## src/rtl/word_decoder_pkg.sv

```systemverilog
// Shared types and widths for the per-word decoder of the C-Pack-style decompressor.
package word_decoder_pkg;

    // Data word and the literal fields carried inside it
    localparam int unsigned DATA_W = 32;
    localparam int unsigned HALF_W = 16;
    localparam int unsigned BYTE_W = 8;

    // Code field width and dictionary defaults
    localparam int unsigned CODE_W    = 2;
    localparam int unsigned DICT_N    = 16;
    localparam int unsigned LINE_W    = 196;
    localparam int unsigned LIT_W     = 34;

    // Primary code
    typedef enum logic [CODE_W-1:0] {
        CODE_ZERO  = 2'b00,
        CODE_LIT   = 2'b01,
        CODE_MATCH = 2'b10,
        CODE_EXT   = 2'b11
    } code_e;

    // Secondary code, meaningful only under CODE_EXT
    typedef enum logic [CODE_W-1:0] {
        BAK_HALF_LIT = 2'b00,
        BAK_BYTE_LIT = 2'b01,
        BAK_PARTIAL  = 2'b10,
        BAK_FULL_LIT = 2'b11
    } bak_e;

    // Index width that stays at least one bit for a single-entry dictionary
    function automatic int unsigned idx_width(input int unsigned entries);
        return (entries > 1) ? $clog2(entries) : 1;
    endfunction

endpackage

```

## src/rtl/word_decoder_dict_select.sv

```systemverilog
// WORD:1 dictionary entry selector; an index with no matching entry reads zero.
module word_decoder_dict_select
    import word_decoder_pkg::*;
#(
    parameter int unsigned WORD  = DICT_N,
    parameter int unsigned WIDTH = DATA_W
) (
    input  logic [WORD*WIDTH-1:0]     i_dict,
    input  logic [idx_width(WORD)-1:0] i_idx,
    output logic [WIDTH-1:0]          o_entry
);

    localparam int unsigned IDX_W = idx_width(WORD);

    // Compare-and-select over every entry so out-of-range indices fall through to zero
    always_comb begin
        o_entry = '0;
        for (int k = 0; k < int'(WORD); k++) begin
            if (i_idx == IDX_W'(k)) begin
                o_entry = i_dict[k*WIDTH +: WIDTH];
            end
        end
    end

endmodule

```

## src/rtl/word_decoder.sv

```systemverilog
// Per-word decode stage: rebuilds one data word from primary/secondary codes,
// literal bits and a dictionary snapshot.
// Build option WORD_DECODER_COMB_OUT_EN: removes the output register (0-cycle latency,
// output gated to zero when i_valid is low); default is a 1-cycle registered output.
module word_decoder
    import word_decoder_pkg::*;
#(
    parameter int unsigned CODES   = CODE_W,
    parameter int unsigned WORD    = DICT_N,
    parameter int unsigned WIDTH   = DATA_W,
    parameter int unsigned I_WORD  = LINE_W,
    parameter int unsigned I_WORD2 = LIT_W
) (
    input  logic                        i_clk,
    input  logic                        i_rst,
    input  logic                        i_valid,
    input  logic [CODES-1:0]            i_codes,
    input  logic [CODES-1:0]            i_codes_bak,
    input  logic [I_WORD2-1:0]          i_word,
    input  logic [idx_width(WORD)-1:0]  i_idx,
    input  logic [WORD*WIDTH-1:0]       i_dict,
    output logic                        o_valid,
    output logic [WIDTH-1:0]            o_word
);

    logic [WIDTH-1:0] dict_word_c;
    logic [WIDTH-1:0] lit_word_c;
    logic [WIDTH-1:0] decoded_c;

    // Dictionary entry addressed by the index
    word_decoder_dict_select #(
        .WORD  (WORD),
        .WIDTH (WIDTH)
    ) u_dict_select (
        .i_dict  (i_dict),
        .i_idx   (i_idx),
        .o_entry (dict_word_c)
    );

    // Literal bits above the data word are carried upstream but never decoded
    assign lit_word_c = i_word[WIDTH-1:0];

    // Code-to-word decode; every code combination maps to a defined word
    always_comb begin
        decoded_c = '0;
        case (i_codes)
            CODE_ZERO:  decoded_c = '0;
            CODE_LIT:   decoded_c = lit_word_c;
            CODE_MATCH: decoded_c = dict_word_c;
            CODE_EXT: begin
                case (i_codes_bak)
                    BAK_HALF_LIT: decoded_c = WIDTH'(lit_word_c[HALF_W-1:0]);
                    BAK_BYTE_LIT: decoded_c = WIDTH'(lit_word_c[BYTE_W-1:0]);
                    BAK_PARTIAL:  decoded_c = {dict_word_c[WIDTH-1:BYTE_W],
                                               lit_word_c[BYTE_W-1:0]};
                    BAK_FULL_LIT: decoded_c = lit_word_c;
                    default:      decoded_c = '0;
                endcase
            end
            default:    decoded_c = '0;
        endcase
    end

`ifdef WORD_DECODER_COMB_OUT_EN

    // Combinational output, forced to zero while nothing valid is presented
    assign o_valid = i_valid;
    assign o_word  = i_valid ? decoded_c : '0;

    // Clock, reset and the unused literal/code-line widths are intentionally sunk here
    logic unused_sink;
    if (I_WORD2 > WIDTH) begin : g_hi_sink
        assign unused_sink = ^{i_clk, i_rst, i_word[I_WORD2-1:WIDTH], 32'(I_WORD)};
    end else begin : g_no_hi_sink
        assign unused_sink = ^{i_clk, i_rst, 32'(I_WORD)};
    end

`else

    // Registered output; the word holds when no valid input arrives, reset drops it
    always_ff @(posedge i_clk or posedge i_rst) begin
        if (i_rst) begin
            o_valid <= 1'b0;
            o_word  <= '0;
        end else begin
            o_valid <= i_valid;
            if (i_valid) begin
                o_word <= decoded_c;
            end
        end
    end

    // Unused literal bits above the data word and the code-line width are sunk here
    logic unused_sink;
    if (I_WORD2 > WIDTH) begin : g_hi_sink
        assign unused_sink = ^{i_word[I_WORD2-1:WIDTH], 32'(I_WORD)};
    end else begin : g_no_hi_sink
        assign unused_sink = ^{32'(I_WORD)};
    end

`endif

endmodule

```

## config.mk

```make
export PLATFORM = sky130hd
export DESIGN_NAME = word_decoder
export DESIGN_NICKNAME = d
export VERILOG_FILES = /design/src/rtl/word_decoder_pkg.sv /design/src/rtl/word_decoder_dict_select.sv /design/src/rtl/word_decoder.sv
export SDC_FILE = /design/constraint.sdc
export NUM_CORES = 1
export LEC_CHECK = 0
export CORE_AREA = 5 5 229 231
export DETAILED_ROUTE_END_ITERATION = 12
export DIE_AREA = 0 0 234 236
export PLACE_DENSITY = 0.47
export RECOVER_POWER = 25
export SYNTH_ARGS = -nofsm -noshare
export SYNTH_HDL_FRONTEND = slang
export SYNTH_SLANG_ARGS = --single-unit
export TNS_END_PERCENT = 5
```

## constraint.sdc

```tcl
create_clock -name i_clk -period 2.2 [get_ports i_clk]
set_input_delay 0.22 -clock i_clk [delete_from_list [all_inputs] [get_ports i_clk]]
set_output_delay 0.22 -clock i_clk [all_outputs]
set_load 0.01 [all_outputs]
```

* Word-level counts from Yosys, hierarchy flattened *
Cells that the tools add are included.

word-level totals
  register bits after elaboration = 33
  bits of input ports = 557
  output and inout port bits = 33
  word-level logic and storage cells = 44

operators by class
  eq/ne operators = 21
  muxes and demuxes = 18
  reduce and logical (&&, ||, !) cells = 3

operator list
  operator                                             number
  2-to-1 mux 32 bit                                    16
  one-hot mux 32 bit (4 select lines)                  2
  equality test 4 bit, second input constant           8
  equality test 4 x 3 -> 1 bit, second input constant  4
  equality test 2 bit, second input constant           4
  equality test 4 x 2 -> 1 bit, second input constant  2
  equality test 2 x 1 -> 1 bit, second input constant  2
  equality test 4 x 1 -> 1 bit, second input constant  1
  zero test 2 bit                                      2
  zero test 4 bit                                      1

* Logic depth before layout (Yosys ltp) *
Gate-level depths: netlist of run 1.

  word-level depth = 19
  depth in mapped cells = 9

* By module *
Synthesis of run 1 repeated with hierarchy kept, for this count alone.

second synthesis, totals
  cell total of the unflattened synthesis = 861
  area total of the unflattened synthesis = 6774.0 um2

by module, submodules not included
  module                    instances  cells an instance  area an instance (um2)  seq. area each (um2)
  word_decoder_dict_select  1          737                5273.8                  0.0
  word_decoder              1          124                1500.2                  825.8

* Worst setup path before layout of run 1 *
Ideal clock, no wire load.

  path type = in2reg
  start point = input port i_idx[0]
  end point = register o_word[21]
  library setup time = 126 ps
  data arrival time = 1543 ps
  data required time = 2074 ps
  path slack = 531 ps
  cell stages on the path = 6
  path through = buf_6 -> buf_6 -> mux4_2 -> a221o_1 -> a221oi_2 -> o21ai_1

between the ends
  word-level cells in the longest chain between the ends = 19
  elaborated cells between the ends (all ways) = 34
  classes of those cells = eq/ne: 15; mux: 18; reduce/logical: 1

ends and longest elaborated chain
  what                                     line                            text
  start: declaration                       word_decoder.sv:20              input logic [idx_width(WORD)-1:0] i_idx,
  zero test 4 bit                          word_decoder_dict_select.sv:19  if (i_idx == IDX_W'(k)) begin
  2-to-1 mux 32 bit (15 in series)         word_decoder_dict_select.sv:19
  2-to-1 mux 32 bit (*)                    word_decoder_dict_select.sv:19
  one-hot mux 32 bit (4 select lines)      word_decoder.sv:51              case (i_codes_bak)
  one-hot mux 32 bit (4 select lines) (*)  word_decoder.sv:46              case (i_codes)
  end signal: assignment                   word_decoder.sv:88              o_word <= decoded_c;
  end: declaration                         word_decoder.sv:23              output logic [WIDTH-1:0] o_word

Every way passes the cells marked *; elsewhere a longest branch is shown, timed or not. The select of a mux whose other input is x is not followed.
A chain may end at the register's enable or synchronous reset.

* Worst setup path after layout of run 1 *
  start point = input port i_codes_bak[0]
  end point = register o_word[24]

between the ends
  word-level cells in the longest chain between the ends = 3
  elaborated cells between the ends (all ways) = 6
  classes of those cells = eq/ne: 3; mux: 2; reduce/logical: 1

ends and longest elaborated chain
  what                                               line                text
  start: declaration                                 word_decoder.sv:18  input logic [CODES-1:0] i_codes_bak,
  equality test 2 bit, or another cell as far along  word_decoder.sv:51
  one-hot mux 32 bit (4 select lines) (*)            word_decoder.sv:51
  one-hot mux 32 bit (4 select lines) (*)            word_decoder.sv:46

Marks and branches as above.

==> run summary, run 1 <==
The run finished with clean final reports. After clock tree synthesis, the clock-pin slew on the worst setup and hold paths is 0.06 ns. Once layout is complete, the cells apart from fillers number 2223. Cell internal power was estimated by the tool at 2.923 mW. The capturing instance or port of the critical path is o_word[24]. The core region is 49860 um2. Counting flops and latches in the post-synthesis netlist gives 33. In this run the critical register-to-register path is captured at o_word[29]. Net switching is 36.11% of the power.

Once routing completed, OpenROAD measured the worst setup slack at 0.1576 ns. When the netlist entered floorplanning its net count stood at 1445. For the number of failing setup endpoints in the final timing report, the log shows 0.

The area added between synthesis and finish works out to 116.6%. The Yosys step of the flow raised 0 warnings. No sink is reached through more buffers than the 2 on the longest clock path.

The netlist uses 77 different library cells. Clock latency on the worst-skew pair, taken at its later pin, is 0.29 ns. The initial core utilization came out at 13.47%. The worst hold-check path type was register to register. STA classifies the critical path startpoint as an input port.

During placement, the flow inserted port buffers numbering 587. The clock network is responsible for 19.6% of the overall power. The routed design has 66470 um of wire.

The most used flip-flop cell after synthesis is sky130_fd_sc_hd__dfrtp_1. The clock tree root driver cell was sky130_fd_sc_hd__clkbuf_16. The die covers 55220 um2. Summing all placed instances gives a cell area of 14350 um2. The signal on the critical path passes through clkdlybuf4s50_1, buf_4, nand2b_1, a21o_1, buf_4, a21oi_1, nor3b_1, a2111o_1.

The number of placed I/O pins is 590, and the layout cell share with drive strength beyond 1 is 15.73%. The synthesized netlist cell count is 888, and the transition time at the pin with the least slew margin is 0.8486 ns. For the combinational cell fraction of total power, the log shows 64.5%. The run gives 0 ns as the worst clock skew.

The number of global-route vias before repair was 11363; the final routed DRC violation total was 0. The via count normalized by instance count was 4.842. Count of cells along the worst register-to-register path: 3. The library cell used most frequently in the layout, excluding fill and tap cells, is sky130_fd_sc_hd__clkdlybuf4s50_1.

In this run the vertical extent of the chip is 236 um. Async set-or-reset flop fraction in the synthesized netlist: 100.0%. The worst pin sits at a relative slew slack of 43.36%.

For this run, the top clock speed supported by timing is 489.6 MHz. Subtracting the final worst setup slack from the clock period gives 2.042 ns. The tree built by TritonCTS fans out to 33 sinks. At the placement stage, the worst setup path has a slack of -0.6555 ns. The power per unit of standard cell area is 314.4 nW/um2, and the post-route standard cell area excluding fillers is 14550 um2. The number of enable flip-flop cells after synthesis is 0.

Net switching power of the design: 1.652 mW. The number of max-slew violations in the final report was 0; the critical path's largest stage delay was 0.56 ns. A synthesized cell averages 7.565 um2. Part of the power in registers: 16.0%. The startpoint identified for the worst hold timing path is o_word[15]. The library cells used most frequently in the layout, excluding fill and tap cells, are sky130_fd_sc_hd__clkdlybuf4s50_1, sky130_fd_sc_hd__buf_4, sky130_fd_sc_hd__a21oi_1. The final global-route overflow total was 0; the total leakage power was 5.500 nW.

The worst setup path category is input port to register. TritonCTS built the clock tree. The startpoint identified for the worst register-to-register timing path is o_word[29]. Along the worst path, the maximum fanout reaches 3. Setup repair after global routing left no endpoint under its margin.

Detailed placement finished with a half-perimeter wire length of 57450 um. In the finished design, the share of the clock period the worst path needs comes to 92.84%. The tools report the sort of element at the end of the critical path as a register. Minimum setup slack among reg-to-reg paths: 0.72 ns. Most area-hungry cell type in the Yosys netlist: sky130_fd_sc_hd__dfrtp_1. The routed length per placed instance is 29.90 um. The run gives 2.43 ns as the worst endpoint required time.

In this run the number of H-tree levels came out at 2. The first detailed-routing pass ran for 5 iterations. The number of violations reported at the end of detailed-routing iteration 0 is 795, and the area share of the leading cell type in the synthesized netlist is 12.29%. Among the stages of the critical path, the cell type that occurs most often is sky130_fd_sc_hd__buf_4. The net count of the finished layout is 2101. In this run the remaining antenna-violating nets after routing total 0. The tools report the number of hold-slack violations in the final timing report as 0. The mapped netlist covers 6718 um2. The placer's final routability congestion estimate was 0.8812; the number of buffers created by CTS was 5. For the number of cell rows, the log shows 82. The die is 234 um wide.

For the initial antenna violation count, the log shows 10. After synthesis, the cell types taking the most area are sky130_fd_sc_hd__dfrtp_1, sky130_fd_sc_hd__mux2i_1, sky130_fd_sc_hd__a21oi_1, sky130_fd_sc_hd__mux2_2, sky130_fd_sc_hd__o21ai_0. The part of the Yosys area used for sequential elements was 12.29%; the pin count of the biggest net entering global routing was 40. Across every metal layer, demand over resource in global routing totals 22.68%. The tools report the worst voltage drop across the vdd grid as 244.0 uV.

Tracing the worst setup path back leads to its startpoint at i_codes_bak[0]. Detailed routing inserted a total of 10764 vias. The max-capacitance violation count is 0, and the critical path data arrival time is 2.28 ns. The total placed cells including tap cells was 2209. The slowest stage of the critical path belongs to the cell sky130_fd_sc_hd__nor3b_1. The first global-routing pass estimated 89150 um of wire.
[cells in the mapped netlist (9+ instances only)]
library cell / instances
sky130_fd_sc_hd__a21oi_1: 86
sky130_fd_sc_hd__nor2_1: 67
sky130_fd_sc_hd__nand2_1: 62
sky130_fd_sc_hd__o21ai_0: 60
sky130_fd_sc_hd__mux2i_1: 49
sky130_fd_sc_hd__buf_2: 47
sky130_fd_sc_hd__mux2_2: 34
sky130_fd_sc_hd__dfrtp_1: 33
sky130_fd_sc_hd__a22oi_1: 27
sky130_fd_sc_hd__o22ai_1: 25
sky130_fd_sc_hd__clkbuf_1: 24
sky130_fd_sc_hd__nor2b_1: 19
sky130_fd_sc_hd__o221ai_1: 19
sky130_fd_sc_hd__a22o_1: 16
sky130_fd_sc_hd__nand3_1: 16
sky130_fd_sc_hd__nor3_1: 16
sky130_fd_sc_hd__nand2b_1: 14
sky130_fd_sc_hd__mux4_2: 13
sky130_fd_sc_hd__a221oi_1: 12
sky130_fd_sc_hd__a222oi_1: 12
sky130_fd_sc_hd__o21a_1: 12
sky130_fd_sc_hd__a2bb2oi_1: 11
sky130_fd_sc_hd__buf_4: 11
sky130_fd_sc_hd__o2bb2ai_1: 11
sky130_fd_sc_hd__a211oi_1: 10
sky130_fd_sc_hd__a221o_1: 10
sky130_fd_sc_hd__buf_6: 10
sky130_fd_sc_hd__a31oi_1: 9
sky130_fd_sc_hd__nand3b_1: 9
sky130_fd_sc_hd__o21ai_1: 9
[layer usage]
layer	vias to the layer above	routed length [um]	global-route usage [%]	share of wire, %
met3	70	5544	5.713	8.3
met1	5231	28250	29.55	43
li1	4860	-	-	-
met5	-	36	0	0.054
met2	597	31250	37.92	47
met4	6	1384	4.716	2.1
[state kept, by name, summed over array words and instances (netlist names)]
| register | flops |
|---|---|
| o_word | 32 |
| o_valid | 1 |
[critical path, delay by kind of cell]
kind | cells | cell delay [ns]
and+or+nand+nor | 2 | 0.74
buffers and inverters | 3 | 0.77
AOI/OAI and AO/OA | 3 | 0.53
[cell type report]
class	instances	area, um2
fillers	5510	35310
repair buffers	744	7289
multi-input cells	752	5371
well taps	672	840.8
flip-flops and latches	33	825.8
clock buffers	6	138.9
clock inverters	2	37.54
inverters	8	30.03
diodes	6	15.01
[through the flow]
step,hold slack (ns),setup TNS [ns],utilization [%],total power [mW]
floorplan,0.2514,0,-,1.685
global placement,0.5066,-0.8654,28.79,3.682
detailed placement,0.5088,-1.160,28.79,3.687
CTS,0.2748,0,29.15,4.608
global route,0.5383,0,29.16,4.779
finish,0.5191,0,29.18,4.575
[how the worst min path moves through the flow]
stage | end | cells past startpoint
6_report | o_word[15] | 1
4_1_cts | o_word[28] | 2
3_3_place_gp | o_word[12] | 1
3_5_place_dp | o_word[15] | 1
2_1_floorplan | o_valid | 0
5_1_grt | o_word[12] | 1
[power groups by stage]
| stage | registers (mW) | logic (mW) | clock network [mW] |
|---|---|---|---|
| after floorplan | 0.764 | 0.920 | 0 |
| after global placement | 0.741 | 2.94 | 0 |
| after detailed placement | 0.742 | 2.95 | 0 |
| after CTS | 0.730 | 2.96 | 0.918 |
| after global routing | 0.738 | 3.12 | 0.925 |
| final | 0.730 | 2.95 | 0.896 |
[logic make-up after synthesis]
logic type,count (synthesis),synth area share (%)
AND/OR/NAND/NOR,243,18.40
buffers and inverters,103,8.363
flip-flops,33,12.29
XOR/XNOR,1,0.1304
AO/OA/AOI/OAI,410,43.01
multiplexers,98,17.81
[repair_timing]
| item | in CTS | in global routing |
|---|---|---|
| buffers inserted | 0 | 0 |
| hold endpoints to repair | 0 | 0 |
| endpoints found under the setup margin | 1 | 1 |
| hold buffers | 0 | 0 |
| gates resized for setup | 2 | 1 |
Power figures use the tool's default switching activity.
==> run 2, diff against run 1 <==
--- a/config.mk
+++ b/config.mk
@@ -5,12 +5,13 @@
 export SDC_FILE = /design/constraint.sdc
 export NUM_CORES = 1
 export LEC_CHECK = 0
-export CORE_AREA = 5 5 229 231
+export CORE_AREA = 5 5 226 228
+export CTS_BUF_LIST = sky130_fd_sc_hd__clkbuf_2
 export DETAILED_ROUTE_END_ITERATION = 12
-export DIE_AREA = 0 0 234 236
-export PLACE_DENSITY = 0.47
+export DIE_AREA = 0 0 231 233
+export PLACE_DENSITY = 0.48
 export RECOVER_POWER = 25
 export SYNTH_ARGS = -nofsm -noshare
 export SYNTH_HDL_FRONTEND = slang
 export SYNTH_SLANG_ARGS = --single-unit
-export TNS_END_PERCENT = 5
+export TNS_END_PERCENT = 100
==> run 2 against run 1 <==
Global-route usage rose by 1.1 points. Register-to-register slack got worse by 0.02 ns. Power fell by 12%. Clock power fell by 63%. Critical endpoint is now o_word[16].
==> run summary, run 2 (same netlist as run 1, synthesis figures left out) <==
The tools report the H-tree level count as 2 (unchanged). The highest fanout seen on the critical path came out at 7 (+4). The logs give 0.9289 (+5.4%) for the placer's final routability congestion estimate and 47 (+18%) for the pin count of the biggest net entering global routing.

The run gives 0 (unchanged) as the number of hold-slack violations in the final timing report. The flow ran to the end, and the final reports show no timing, DRC or antenna violations. Initial antenna violation count: 4 (-6). Leaving out fill and tap cells, the most frequent cells in the layout are sky130_fd_sc_hd__clkdlybuf4s50_1, sky130_fd_sc_hd__buf_4, sky130_fd_sc_hd__a21oi_1. Transition time at the pin with the least slew margin: 1.312 ns (+0.4636 ns). The power per unit of standard cell area is 282.3 nW/um2 (-10%), and the total wirelength of the detailed-routed design is 67300 um (+1.2%). The number of cell rows is 81 (-1.2%), and the power after layout is 4.009 mW (-12%). The largest registers in the layout are o_word: 32 flops, o_valid: 1 flops.

The tools report the core box area as 48650 um2 (-2.4%). The tools report the nature of the critical path startpoint as an input port. The critical path data arrival time is 2.50 ns (+0.22 ns), and the number of global-route vias before repair is 11481 (+1.0%). The tools report the post-route standard cell area excluding fillers as 14200 um2 (-2.4%). The clock sink count is 33 (unchanged), and the number of placed I/O pins is 590 (unchanged).

The routed length per placed instance is 31.04 um (+3.8%), and the number of flip-flops in the largest register is 32 (unchanged). The run gives 0 (unchanged) as the post-CTS setup repair buffer count. The final routed DRC violation total was 0 (unchanged). The tools report the number of nets at the end of the flow as 2100 (-0.048%). The worst hold-check slack is 0.3923 ns (-0.1268 ns), and the count of hold buffers inserted by post-cts repair is 0 (unchanged). The fmax came out at 469.4 MHz (-4.1%). The via count normalized by instance count works out to 4.921 (+1.6%).

TritonCTS built the clock tree. The worst setup path is captured at a register. The worst hold-check path type was input port to register. The minimum setup slack after placement is -0.2883 ns (+0.3672 ns), and the total placed cells including tap cells is 2158 (-2.3%). The run gives 0 (-2) as the post-cts sizing count. The fraction of the core area covered by cells at the end of the flow was 29.20% (about the same). The final HPWL from detailed placement was 58000 um (+0.96%); the number of max-slew violations in the final report was 0 (unchanged).

The insertion delay to the later sink of the worst-skew pair was 0.44 ns (+0.15 ns); the final global-route overflow total was 0 (unchanged). The number of standard cells in the final layout excluding fillers is 2168 (-2.5%). Height of the die: 233 um (-1.3%). Ratio of final minimum period to clock period: 96.83% (+4.0 points). The run gives 0 (unchanged) as the number of failing setup endpoints in the final timing report. The worst setup path category is input port to register. The count of buffers from port buffering is 587 (unchanged).

Worst clock skew: 0 ns (unchanged). The worst-case setup margin in the final layout is 0.06966 ns (-0.08794 ns), and the layout cell share with drive strength beyond 1 is 15.42% (-0.30 points). The placed instance area is 14170 um2 (-1.3%), and the wire length of the first global-routing pass is 90720 um (+1.8%). The die width was 231 um (-1.3%); the maximum root-to-sink buffer count was 2 (unchanged). The clock transition at the registers of the reported paths came out at 0.20 ns (+0.14 ns).

Setup repair after global routing left no endpoint under its margin. The number of buffers created by CTS is 5 (unchanged), and the total leakage power is 5.380 nW (-2.2%). Clock tree root driver cell: sky130_fd_sc_hd__clkbuf_2. The relative slew slack came out at 12.34% (-31 points).

The total negative slack was 0 ns (unchanged); the area added between synthesis and finish was 111.4%. The register with the most flip-flops is o_word. Worst voltage drop across the vdd grid: 142.7 uV (-42%).

The logs give 2.57 ns (+0.14 ns) for the worst endpoint required time and 6 (+1) for the first-pass iteration count of the detailed router. The overall via count from detail_route came out at 10669 (-0.88%). The run gives 13.81% (+0.34 points) as the initial core utilization. The leading cell type in the layout, fill and taps excluded was sky130_fd_sc_hd__clkdlybuf4s50_1. The total die area is 53820 um2 (-2.5%). For the number of violations reported at the end of detailed-routing iteration 0, the log shows 910 (+14%).

Combined global-route utilization of all metal layers: 23.76% (+1.1 points). Count of antenna-violating nets left after detailed routing: 0 (unchanged). The max-capacitance violation count was 0 (unchanged); the time the worst path needs with I/O delays and setup was 2.130 ns (+0.08794 ns).
-- run 2: cell types whose count changed in the layout (fill, tap and decap cells not counted), moves of 2 or more --
cell,delta
sky130_fd_sc_hd__buf_12,-8
sky130_fd_sc_hd__clkbuf_1,+2
sky130_fd_sc_hd__clkbuf_16,-5
sky130_fd_sc_hd__diode_2,-3
sky130_fd_sc_hd__clkbuf_2,+5
sky130_fd_sc_hd__buf_4,+5
-- run 2: layout make-up --
type                            instances  area, um2
Fill cell                            5378      34440
Timing Repair Buffer                  743       7174
Antenna cell                            3      7.507
Multi-Input combinational cell        752       5353
Sequential cell                        33      825.8
Tap cell                              622      778.2
Inverter                                8      30.03
Clock buffer                            6      30.03
Clock inverter                          1      3.754
-- run 2: report_power, final --
part	total (mW)	leakage, nW	switching [mW]	internal, mW
clock	0.335	0.0265	0.262	0.0738
combinational	2.93	4.93	1.28	1.65
sequential	0.742	0.426	0.0621	0.680
-- run 2: path summary, 6_finish.rpt --
check | from | endpoint | slack, ns | depth (start not counted)
worst min register to register | o_word[12] | o_word[12] | 0.56 | 1
worst max register to register | o_word[23] | o_word[23] | 0.70 | 3
max in group asynchronous | i_rst | o_word[7] | 0.73 | 3
min in group asynchronous | i_rst | o_word[23] | 0.48 | 2
worst max-delay path | i_codes_bak[0] | o_word[16] | 0.07 | 7
worst min-delay path | i_word[8] | o_word[8] | 0.39 | 3
-- run 2: per-layer routing --
layer	global-route usage (%)	wire (um)
met1	30.96	28680
met2	39.59	31350
met3	6.370	5818
met4	5.071	1412
met5	0	33
-- run 2: worst max-delay path: stages --
cell	delay (ns)
sky130_fd_sc_hd__clkdlybuf4s50_1	0.44
sky130_fd_sc_hd__buf_4	0.16
sky130_fd_sc_hd__nand2b_1	0.20
sky130_fd_sc_hd__a21o_1	0.21
sky130_fd_sc_hd__buf_4	0.19
sky130_fd_sc_hd__a2111oi_0	0.85
sky130_fd_sc_hd__or3b_1	0.22
==> run 3, diff against run 2 <==
--- a/config.mk
+++ b/config.mk
@@ -5,6 +5,7 @@
 export SDC_FILE = /design/constraint.sdc
 export NUM_CORES = 1
 export LEC_CHECK = 0
+export CAP_MARGIN = 20
 export CORE_AREA = 5 5 226 228
 export CTS_BUF_LIST = sky130_fd_sc_hd__clkbuf_2
 export DETAILED_ROUTE_END_ITERATION = 12
==> run 3 against run 2 <==
Clock skew unchanged. Via count rose by 0.74%. Global-route usage about the same. Wire length up 0.61%. Critical path type unchanged. Critical endpoint is now o_word[14].
==> run summary, run 3 (same netlist as run 1, synthesis figures left out) <==
For the internal power contribution, the log shows 2.416 mW (+0.32%). Leaving out fill and tap cells, the most frequent cell in the layout is sky130_fd_sc_hd__clkdlybuf4s50_1. The number of cell rows was 81 (unchanged); the worst clock skew was 0 ns (unchanged). Area added between synthesis and finish: 111.7%.

The number of max-slew violations in the final report is 0 (unchanged). The critical path data arrival time came out at 2.50 ns (about the same). More flip-flops sit in one register than any other, and that register is o_word. Broken down by cell family, the worst path's largest delay share belongs to compound AO/OA/AOI/OAI gates.

The clock transition at the registers of the reported paths was 0.24 ns (+0.04 ns); the total wirelength of the detailed-routed design was 67710 um (+0.61%). Final HPWL from detailed placement: 58140 um (+0.24%). Clock tree synthesis selected as its root buffer the cell sky130_fd_sc_hd__clkbuf_2. For the part of the power in registers, the log shows 18.4% (about the same). Terminating pin of the worst hold path: o_word[3]. The minimum setup slack among reg-to-reg paths was 0.65 ns (-0.05 ns). The H-tree level count is 2 (unchanged). For the total leakage power, the log shows 5.393 nW (+0.23%).

Setup repair after global routing left no endpoint under its margin. The library cells used most frequently in the layout, excluding fill and tap cells, are sky130_fd_sc_hd__clkdlybuf4s50_1, sky130_fd_sc_hd__buf_4, sky130_fd_sc_hd__a21oi_1. The minimum setup slack after placement came out at -0.3930 ns (-0.1046 ns). Fmax: 464.8 MHz (-0.98%). The cell that appears most often on the critical path is sky130_fd_sc_hd__buf_4. Count of antenna-violating nets left after detailed routing: 0 (unchanged).

The critical path in this run is classified as input port to register. The worst endpoint required time came out at 2.55 ns (-0.02 ns). The number of standard cells in the final layout excluding fillers is 2171 (+0.14%), and the number of placed I/O pins is 590 (unchanged).

The final global-route overflow total is 0 (unchanged), and the clock sink count is 33 (unchanged). The ratio of final minimum period to clock period works out to 97.79% (+0.96 points). Count of buffers from port buffering: 587 (unchanged).

The layout cell share with drive strength beyond 1 came out at 15.60% (+0.17 points). Worst hold-check path type: input port to register. For the initial antenna violation count, the log shows 9 (+5). The combinational cell fraction of total power was 72.7% (-0.4 points); the worst voltage drop across the vdd grid was 137.7 uV (-3.5%). The height of the die works out to 233 um (unchanged).

The logs give 23.74% (about the same) for the combined global-route utilization of all metal layers and 0 (unchanged) for the post-CTS setup repair buffer count. The total placed cells including tap cells was 2159 (+0.046%). The clock group share of total power was 9.0% (+0.6 points). The sort of element at the end of the critical path is a register. The switching part of the total power came out at 40.26% (+0.34 points). The worst-case setup margin in the final layout was 0.04853 ns (-0.02113 ns).

The run gives 0 (unchanged) as the number of hold-slack violations in the final timing report. The beginning of the worst register-to-register path is o_word[23]. The tools report the pin count of the biggest net entering global routing as 47 (unchanged). The reg-to-reg endpoint was o_word[23].

The total die area came out at 53820 um2 (unchanged). The post-route standard cell area excluding fillers came out at 14220 um2 (+0.14%). The core box area was 48650 um2 (unchanged); the number of global-route vias before repair was 11480 (-0.0087%).

The number of flip-flops in the largest register is 32 (unchanged), and the initial core utilization is 13.81% (unchanged). The placer's final routability congestion estimate came out at 0.9289 (unchanged). The run gives 5354 (-0.45%) as the total of fill cells in the finished design. For the overall via count from detail_route, the log shows 10748 (+0.74%). Traced cell by cell, the critical path runs through buf_4, buf_4, buf_4, o21ai_0, a21boi_0, a2111oi_0, buf_2, buf_4, a2bb2oi_1, buf_4, o21ai_1.

The final routed DRC violation total was 0 (unchanged); the via count normalized by instance count was 4.951 (+0.60%). For the insertion delay to the later sink of the worst-skew pair, the log shows 0.45 ns (about the same). The time the worst path needs with I/O delays and setup works out to 2.151 ns (+0.02113 ns). The tools report the post-cts sizing count as 0 (unchanged).

The die width works out to 231 um (unchanged). The net switching power of the design came out at 1.628 mW (+1.7%). The worst setup path is launched from an input port. The sum of buffers and inverters on the critical path works out to 6 (+3). TritonCTS built the clock tree. The power per unit of standard cell area was 284.4 nW/um2 (+0.74%). First-pass iteration count of the detailed router: 5 (-1).

For the wire length of the first global-routing pass, the log shows 90980 um (+0.29%). The routed length per placed instance was 31.19 um (+0.47%); the number of failing setup endpoints in the final timing report was 0 (unchanged). The count of cells along the worst register-to-register path came out at 3 (unchanged). The cell depth of the worst setup path is 11 (+4). The maximum root-to-sink buffer count is 2 (unchanged). The run gives 833 (-8.5%) as the number of violations reported at the end of detailed-routing iteration 0. The flow ran to the end, and the final reports show no timing, DRC or antenna violations. The tools report the number of buffers created by CTS as 5 (unchanged).

The critical path's largest stage delay is 0.57 ns (-0.28 ns), and the transition time at the pin with the least slew margin is 1.130 ns (-0.1819 ns). The slowest stage of the critical path belongs to the cell sky130_fd_sc_hd__a2111oi_0. The number of cells on the worst hold path is 4 (+1).

The highest fanout seen on the critical path is 13 (+6). The largest registers in the layout are o_word: 32 flops, o_valid: 1 flops. The logs give 14180 um2 (about the same) for the placed instance area and 2101 (+0.048%) for the number of nets at the end of the flow. The count of hold buffers inserted by post-cts repair came out at 0 (unchanged). The most critical setup path has its startpoint at i_idx[2]. For the relative slew slack, the log shows 24.56% (+12 points).

The worst hold path begins at i_idx[3]. The tools report the max-capacitance violation count as 0 (unchanged).
[run 3: layout make-up]
type                       count  area, um2  area share [%]
antenna                        4      10.01         0.07038
clock buffer                   6      30.03          0.2111
clock inverter                 2      10.01         0.07038
inverter                       8      30.03          0.2111
multi-input combinational    752       5353           37.64
sequential                    33      825.8           5.806
tap                          622      778.2           5.472
timing repair buffer         744       7186           50.52
[run 3: layer usage]
layer | track usage [%] | vias to the layer above | routed length (um)
met2 | 40.76 | 539 | 32300
met3 | 4.491 | 20 | 4523
met1 | 32.07 | 5339 | 30410
li1 | - | 4846 | -
met4 | 2.637 | 4 | 459
met5 | 0 | - | 18
[run 3: metrics by stage]
stage | total power, mW | TNS [ns] | hold WS [ns] | util [%]
floorplan | 1.685 | 0 | 0.2514 | -
global placement | 3.683 | -2.341 | 0.5014 | 29.12
detailed placement | 3.685 | -1.726 | 0.5063 | 29.15
CTS | 4.060 | 0 | 0.1079 | 29.23
global route | 4.233 | 0 | 0.3417 | 29.23
finish | 4.044 | 0 | 0.3690 | 29.24
[run 3: power groups by stage]
stage / logic (mW) / clock network, mW / registers, mW
finish: 2.94 / 0.363 / 0.743
global route: 3.09 / 0.390 / 0.750
CTS: 2.95 / 0.373 / 0.741
detailed placement: 2.93 / 0 / 0.753
global placement: 2.93 / 0 / 0.753
floorplan: 0.920 / 0 / 0.764
[run 3: worst register-to-register path, delay by kind of cell, from the launching register on]
kind	cells	cell delay, ns
DFF	1	0.46
AOI/OAI and AO/OA	3	0.98
[run 3: worst max-delay path by stage]
stage                      end  slack, ns
floorplan           o_word[21]       0.53
global placement    o_word[14]      -0.80
detailed placement  o_word[14]      -0.39
CTS                 o_word[14]       0.13
global route        o_word[14]       0.02
finish              o_word[14]       0.05
